`src/rtl/alu_pipe.sv`:
```
// Pipelined ALU: MIPS-style function codes over a valid/ready handshake.
// Define ALU_PIPE_SAT_EN to saturate ADD/SUB results on signed overflow.
module alu_pipe #(
    parameter int unsigned N_BITS      = 8,
    parameter int unsigned N_OP        = 6,
    parameter int unsigned PIPE_STAGES = 2
) (
    input  logic              i_clk,
    input  logic              i_reset,
    input  logic [N_BITS-1:0] i_A,
    input  logic [N_BITS-1:0] i_B,
    input  logic [N_OP-1:0]   i_Op,
    input  logic              i_valid,
    output logic              o_ready,
    output logic [N_BITS-1:0] o_res,
    output logic              o_zero,
    output logic              o_neg,
    output logic              o_carry,
    output logic              o_ovf,
    output logic              o_err,
    output logic              o_valid,
    input  logic              i_ready
);

    localparam int unsigned SH_W = $clog2(N_BITS);
    localparam int unsigned BW   = N_BITS + 5;
    localparam int unsigned MSB  = N_BITS - 1;

    localparam logic [N_OP-1:0] OP_SLL = N_OP'(6'b000000);
    localparam logic [N_OP-1:0] OP_SRL = N_OP'(6'b000010);
    localparam logic [N_OP-1:0] OP_SRA = N_OP'(6'b000011);
    localparam logic [N_OP-1:0] OP_ADD = N_OP'(6'b100000);
    localparam logic [N_OP-1:0] OP_SUB = N_OP'(6'b100010);
    localparam logic [N_OP-1:0] OP_AND = N_OP'(6'b100100);
    localparam logic [N_OP-1:0] OP_OR  = N_OP'(6'b100101);
    localparam logic [N_OP-1:0] OP_XOR = N_OP'(6'b100110);
    localparam logic [N_OP-1:0] OP_NOR = N_OP'(6'b100111);
    localparam logic [N_OP-1:0] OP_SLT = N_OP'(6'b101010);

`ifdef ALU_PIPE_SAT_EN
    localparam logic [N_BITS-1:0] SAT_MAX = {1'b0, {(N_BITS-1){1'b1}}};
    localparam logic [N_BITS-1:0] SAT_MIN = {1'b1, {(N_BITS-1){1'b0}}};
`endif

    logic              advance;
    logic              s0_valid;
    logic [N_BITS-1:0] a_q;
    logic [N_BITS-1:0] b_q;
    logic [N_OP-1:0]   op_q;

    logic [SH_W-1:0]   shamt;
    logic [N_BITS:0]   sum;
    logic [N_BITS-1:0] diff;
    logic [N_BITS-1:0] res;
    logic              zero;
    logic              neg;
    logic              carry;
    logic              ovf;
    logic              err;

    logic [PIPE_STAGES-1:0] v_q;
    logic [BW-1:0]          d_q [PIPE_STAGES];

    // Whole pipeline freezes only when the output is held by the consumer.
    assign o_ready = !(o_valid && !i_ready);
    assign advance = o_ready;

    always_comb begin
        shamt = b_q[SH_W-1:0];
        sum   = {1'b0, a_q} + {1'b0, b_q};
        diff  = a_q - b_q;
        res   = '0;
        carry = 1'b0;
        ovf   = 1'b0;
        err   = 1'b0;
        case (op_q)
            OP_ADD: begin
                res   = sum[N_BITS-1:0];
                carry = sum[N_BITS];
                ovf   = (a_q[MSB] == b_q[MSB]) && (sum[MSB] != a_q[MSB]);
            end
            OP_SUB: begin
                res   = diff;
                carry = (a_q < b_q);
                ovf   = (a_q[MSB] != b_q[MSB]) && (diff[MSB] != a_q[MSB]);
            end
            OP_AND: res = a_q & b_q;
            OP_OR:  res = a_q | b_q;
            OP_XOR: res = a_q ^ b_q;
            OP_NOR: res = ~(a_q | b_q);
            OP_SRL: res = a_q >> shamt;
            OP_SRA: res = $unsigned($signed(a_q) >>> shamt);
            OP_SLL: res = a_q << shamt;
            OP_SLT: res = {{(N_BITS-1){1'b0}}, ($signed(a_q) < $signed(b_q))};
            default: err = 1'b1;
        endcase
`ifdef ALU_PIPE_SAT_EN
        // Overflow direction follows the sign of A for both ADD and SUB.
        if (ovf) begin
            res = a_q[MSB] ? SAT_MIN : SAT_MAX;
        end
`endif
        zero = (res == '0);
        neg  = res[MSB];
    end

    always_ff @(posedge i_clk or posedge i_reset) begin
        if (i_reset) begin
            s0_valid <= 1'b0;
            a_q      <= '0;
            b_q      <= '0;
            op_q     <= '0;
            v_q      <= '0;
            for (int unsigned i = 0; i < PIPE_STAGES; i++) begin
                d_q[i] <= '0;
            end
        end else if (advance) begin
            s0_valid <= i_valid;
            if (i_valid) begin
                a_q  <= i_A;
                b_q  <= i_B;
                op_q <= i_Op;
            end
            v_q[0] <= s0_valid;
            d_q[0] <= {res, zero, neg, carry, ovf, err};
            for (int unsigned i = 1; i < PIPE_STAGES; i++) begin
                v_q[i] <= v_q[i-1];
                d_q[i] <= d_q[i-1];
            end
        end
    end

    assign o_valid = v_q[PIPE_STAGES-1];
    assign {o_res, o_zero, o_neg, o_carry, o_ovf, o_err} = d_q[PIPE_STAGES-1];

endmodule

```
`config.mk`:
```
export PLATFORM = sky130hd
export DESIGN_NAME = alu_pipe
export DESIGN_NICKNAME = d
export VERILOG_FILES = /design/src/rtl/alu_pipe.sv
export SDC_FILE = /design/constraint.sdc
export NUM_CORES = 1
export LEC_CHECK = 0
export ABC_CLOCK_PERIOD_IN_PS = 3500
export CAP_MARGIN = 15
export CORE_MARGIN = 2
export CORE_UTILIZATION = 44
export CTS_BUF_LIST = sky130_fd_sc_hd__clkbuf_4
export DETAILED_ROUTE_END_ITERATION = 10
export SLEW_MARGIN = 20
export SYNTH_ARGS = -nofsm -noshare
export SYNTH_HDL_FRONTEND = slang
export SYNTH_SLANG_ARGS = --single-unit
```
`constraint.sdc`:
```
create_clock -name i_clk -period 3.5 [get_ports i_clk]
set_clock_uncertainty 0.15 [all_clocks]
set_input_delay 1.05 -clock i_clk [delete_from_list [all_inputs] [get_ports i_clk]]
set_output_delay 1.05 -clock i_clk [all_outputs]
set_load 0.02 [all_outputs]
```
==> metrics.txt <==
CP bufs+invs=3; CTS tree=done; vias per cell=5.74; CP dominant cell by count=clkdlybuf4s50_1; DRT iter0 DRCs=224; CP Depth=4; slew at the pin with the worst max-slew slack=0.658 ns; Max Clock Freq=0.290 GHz; outcome=completed; core area=0.00830 mm2; Int Pwr=1.51 mW; die area=0.00937 mm2; hold_buf cts=0; CTS Sinks=49; RSZ-0062 raised after global routing=false; clock buffer depth=2; Clock Latency Late Sink=0.38 ns; # fillers=790; number of synthesized flops with an enable pin=0; ANT cells=0; Slew HR=0.560; # Post-CTS Setup Buffers=0; Die H=96.8 um; total CTS buffers=5; WL/cell=16.5 um; max cap viols=0; min Tclk post-route=3.45 ns; Slew Limit Fails=0; Storage cell area=0.00123 mm2; final net count=496; largest net degree at the start of global routing=32; reg2reg end=d_q[17]; Post-DP HPWL=6.73 mm; CP arrival=2.25 ns; Crit-path slowest cell=clkdlybuf4s50_1; CP max stage delay=0.60 ns; via count=3150; syn_area_per_cell=9.11 um2; Initial Util=0.457; grt ovf=0; peak fanout along the critical path=2; share of layout cells above drive strength 1=0.149; Placer Congestion=0.943; Comb power frac=0.577; VDD IR-drop max=257 uV; worst r2r src=a_q[0]; TNS Setup=0 ns; Seq/Total Area, Yosys=0.324; Routed Antenna Nets=0; DRC violations left=0; Primary FF master, synth=dfrtp_1; Reg clk slew, reported paths=0.16 ns; Net Sw Power=1.21 mW; Static Leakage=1.95 nW; ys async rst share=1.00; CP top delay family=buffers and inverters; FF+latch count, synth=49; PwrDens=629 mW/mm2; Clk pwr share=0.105; I/O pins=41; Worst Setup End Kind=output pin; first-pass GRT wire length=15.2 mm; H-tree levels=2; Cell variety after synth=63; crit path cell chain=clkdlybuf4s50_1 -> nor2b_2 -> inv_1 -> clkdlybuf4s50_1; Net Count, Synth=469; Worst Setup Start Kind=input pin; switching fraction of total power=0.446; YS warnings=0; post-synthesis cell count=416; critical setup path kind=in -> out; end of the critical path=o_ready; gr usage total=0.196; Setup crit start=i_ready; DRT Pass-1 Iters=5; FF-to-FF setup slack=0.42 ns; Register-to-Register Path Depth=11; Setup Viol. Count Final=0; Clock Tree Root=clkbuf_4; PostCTS Resize Cnt=0; Power Total=2.73 mW; crit share post-route=0.986; Worst EP required=2.30 ns; synthesized cell area=0.00379 mm2; final WL=9.04 mm; I/O Buffers=40; Die Span X=96.8 um; sequential share of power=0.318; footprint of the multi-input gates=0.00228 mm2; HP Class=reg -> reg; initial antenna violation count=0; Layout area overhead=14.4%; Hold Vio Cnt, Final=0; vias in the first global route=2999; number of core rows=33
layout by cell type (no fill, tap or decap), drive strengths merged, types with 4 or more instances in the layout:
| master | Yosys | final |
|---|---|---|
| nor2 | 21 | 21 |
| dfrtp | 49 | 49 |
| a31oi | 4 | 4 |
| o21ai | 16 | 16 |
| nand2b | 5 | 5 |
| a22oi | 6 | 6 |
| a21o | 4 | 4 |
| buf | 20 | 16 |
| xnor2 | 7 | 7 |
| mux2i | 13 | 13 |
| and2 | 5 | 5 |
| mux2 | 22 | 22 |
| a211oi | 4 | 4 |
| clkdlybuf4s50 | 0 | 40 |
| clkbuf | 16 | 5 |
| nand2 | 67 | 67 |
| a22o | 7 | 7 |
| ha | 25 | 25 |
| nor2b | 6 | 6 |
| a221oi | 4 | 4 |
| inv | 27 | 28 |
| nor3 | 8 | 8 |
| mux4 | 7 | 7 |
| a21oi | 20 | 20 |
worst min-delay path by stage:
| stage | slack, ns | depth (start not counted) | endpoint | startpoint |
|---|---|---|---|---|
| 4_1_cts | 0.33 | 2 | v_q[0] | v_q[0] |
| 3_3_place_gp | 0.30 | 2 | o_res[5] | o_res[5] |
| 6_report | 0.33 | 2 | v_q[0] | v_q[0] |
| 2_1_floorplan | 0.28 | 2 | v_q[0] | v_q[0] |
| 3_5_place_dp | 0.30 | 2 | v_q[0] | v_q[0] |
| 5_1_grt | 0.36 | 2 | o_res[2] | o_res[2] |
kinds of logic (layout without fill, tap and decap cells):
group           Yosys count  after routing  synth area share
buf+inv                  63             91            0.0746
fa+ha+maj                27             27            0.0931
mux                      42             42             0.141
xor+xnor                  9              9            0.0208
flops                    49             49             0.324
compound gates           98             98             0.187
simple gates            128            128             0.160
power groups by stage:
stage / sequential [mW] / clock (mW) / combinational (mW)
finish: 0.866 / 0.286 / 1.57
global route: 0.894 / 0.319 / 1.73
CTS: 0.865 / 0.304 / 1.57
global placement: 0.872 / 0 / 1.54
floorplan: 0.867 / 0 / 1.14
detailed placement: 0.878 / 0 / 1.56
flip-flops by register name, indices dropped and copies added, names as in the netlist:
name / cells
d_q: 12
a_q: 8
b_q: 8
o_res: 7
op_q: 6
v_q: 2
o_carry: 1
o_err: 1
o_neg: 1
o_ovf: 1
o_zero: 1
s0_valid: 1
per-layer routing:
metal | vias to the layer above | track usage | share of wire
met4 | 0 | 0.0390 | 0.012
li1 | 1518 | - | -
met5 | - | 0 | 0
met1 | 1528 | 0.264 | 0.45
met2 | 92 | 0.339 | 0.48
met3 | 12 | 0.0260 | 0.049
worst min-delay path, cell delays in order, from the launching register on:
cell and delay [ns]:
dfrtp_1 0.37, nand2_1 0.05, nand2_1 0.04
per-stage QoR:
step | area (um2) | utilization | hold WS [ns] | std cells | setup slack (ns)
after floorplan | 3790 | - | 0.280 | 416 | 0.285
after global placement | 4280 | 0.515 | 0.299 | 541 | 0.0311
after detailed placement | 4280 | 0.515 | 0.297 | 541 | 0.0366
after CTS | 4330 | 0.522 | 0.334 | 549 | 0.0281
after global routing | 4330 | 0.522 | 0.362 | 549 | 0.0159
final | 4330 | 0.522 | 0.326 | 549 | 0.0487
synth_stat cells (all sizes together) (2+ instances only):
library cell  number  area, um2
a211oi             4       30.0
o31ai              2       15.0
a21o               4       30.0
and2               5       33.8
or4                2       16.3
o211ai             3       22.5
a32oi              2       17.5
dfrtp             49       1230
o221ai             2       17.5
inv               27        101
nand2b             5       31.3
a311oi             2       17.5
nor2b              6       37.5
a31oi              4       25.0
o2111ai            2       17.5
a221oi             4       41.3
xor2               2       17.5
a221o              3       30.0
ha                25        313
a22o               7       61.3
nor2              21       78.8
mux4               7        158
mux2              22        248
clkbuf            16       61.3
buf               20        120
nor3               8       45.0
o21a               3       22.5
a2111oi            2       17.5
a22oi              6       45.0
o2bb2ai            2       17.5
xnor2              7       61.3
a21oi             20        100
nand3              3       15.0
nand2             67        251
nor4b              3       26.3
mux2i             13        130
fa                 2       40.0
o21ai             16       80.1
a211o              2       17.5
layout make-up:
class / instances / area share
repair buffers: 56 / 0.123
clock inverters: 3 / 0.00491
well taps: 105 / 0.0303
clock buffers: 5 / 0.00866
multi-input cells: 304 / 0.527
flip-flops and latches: 49 / 0.283
inverters: 27 / 0.0234
(Power assumes the default switching activity.)
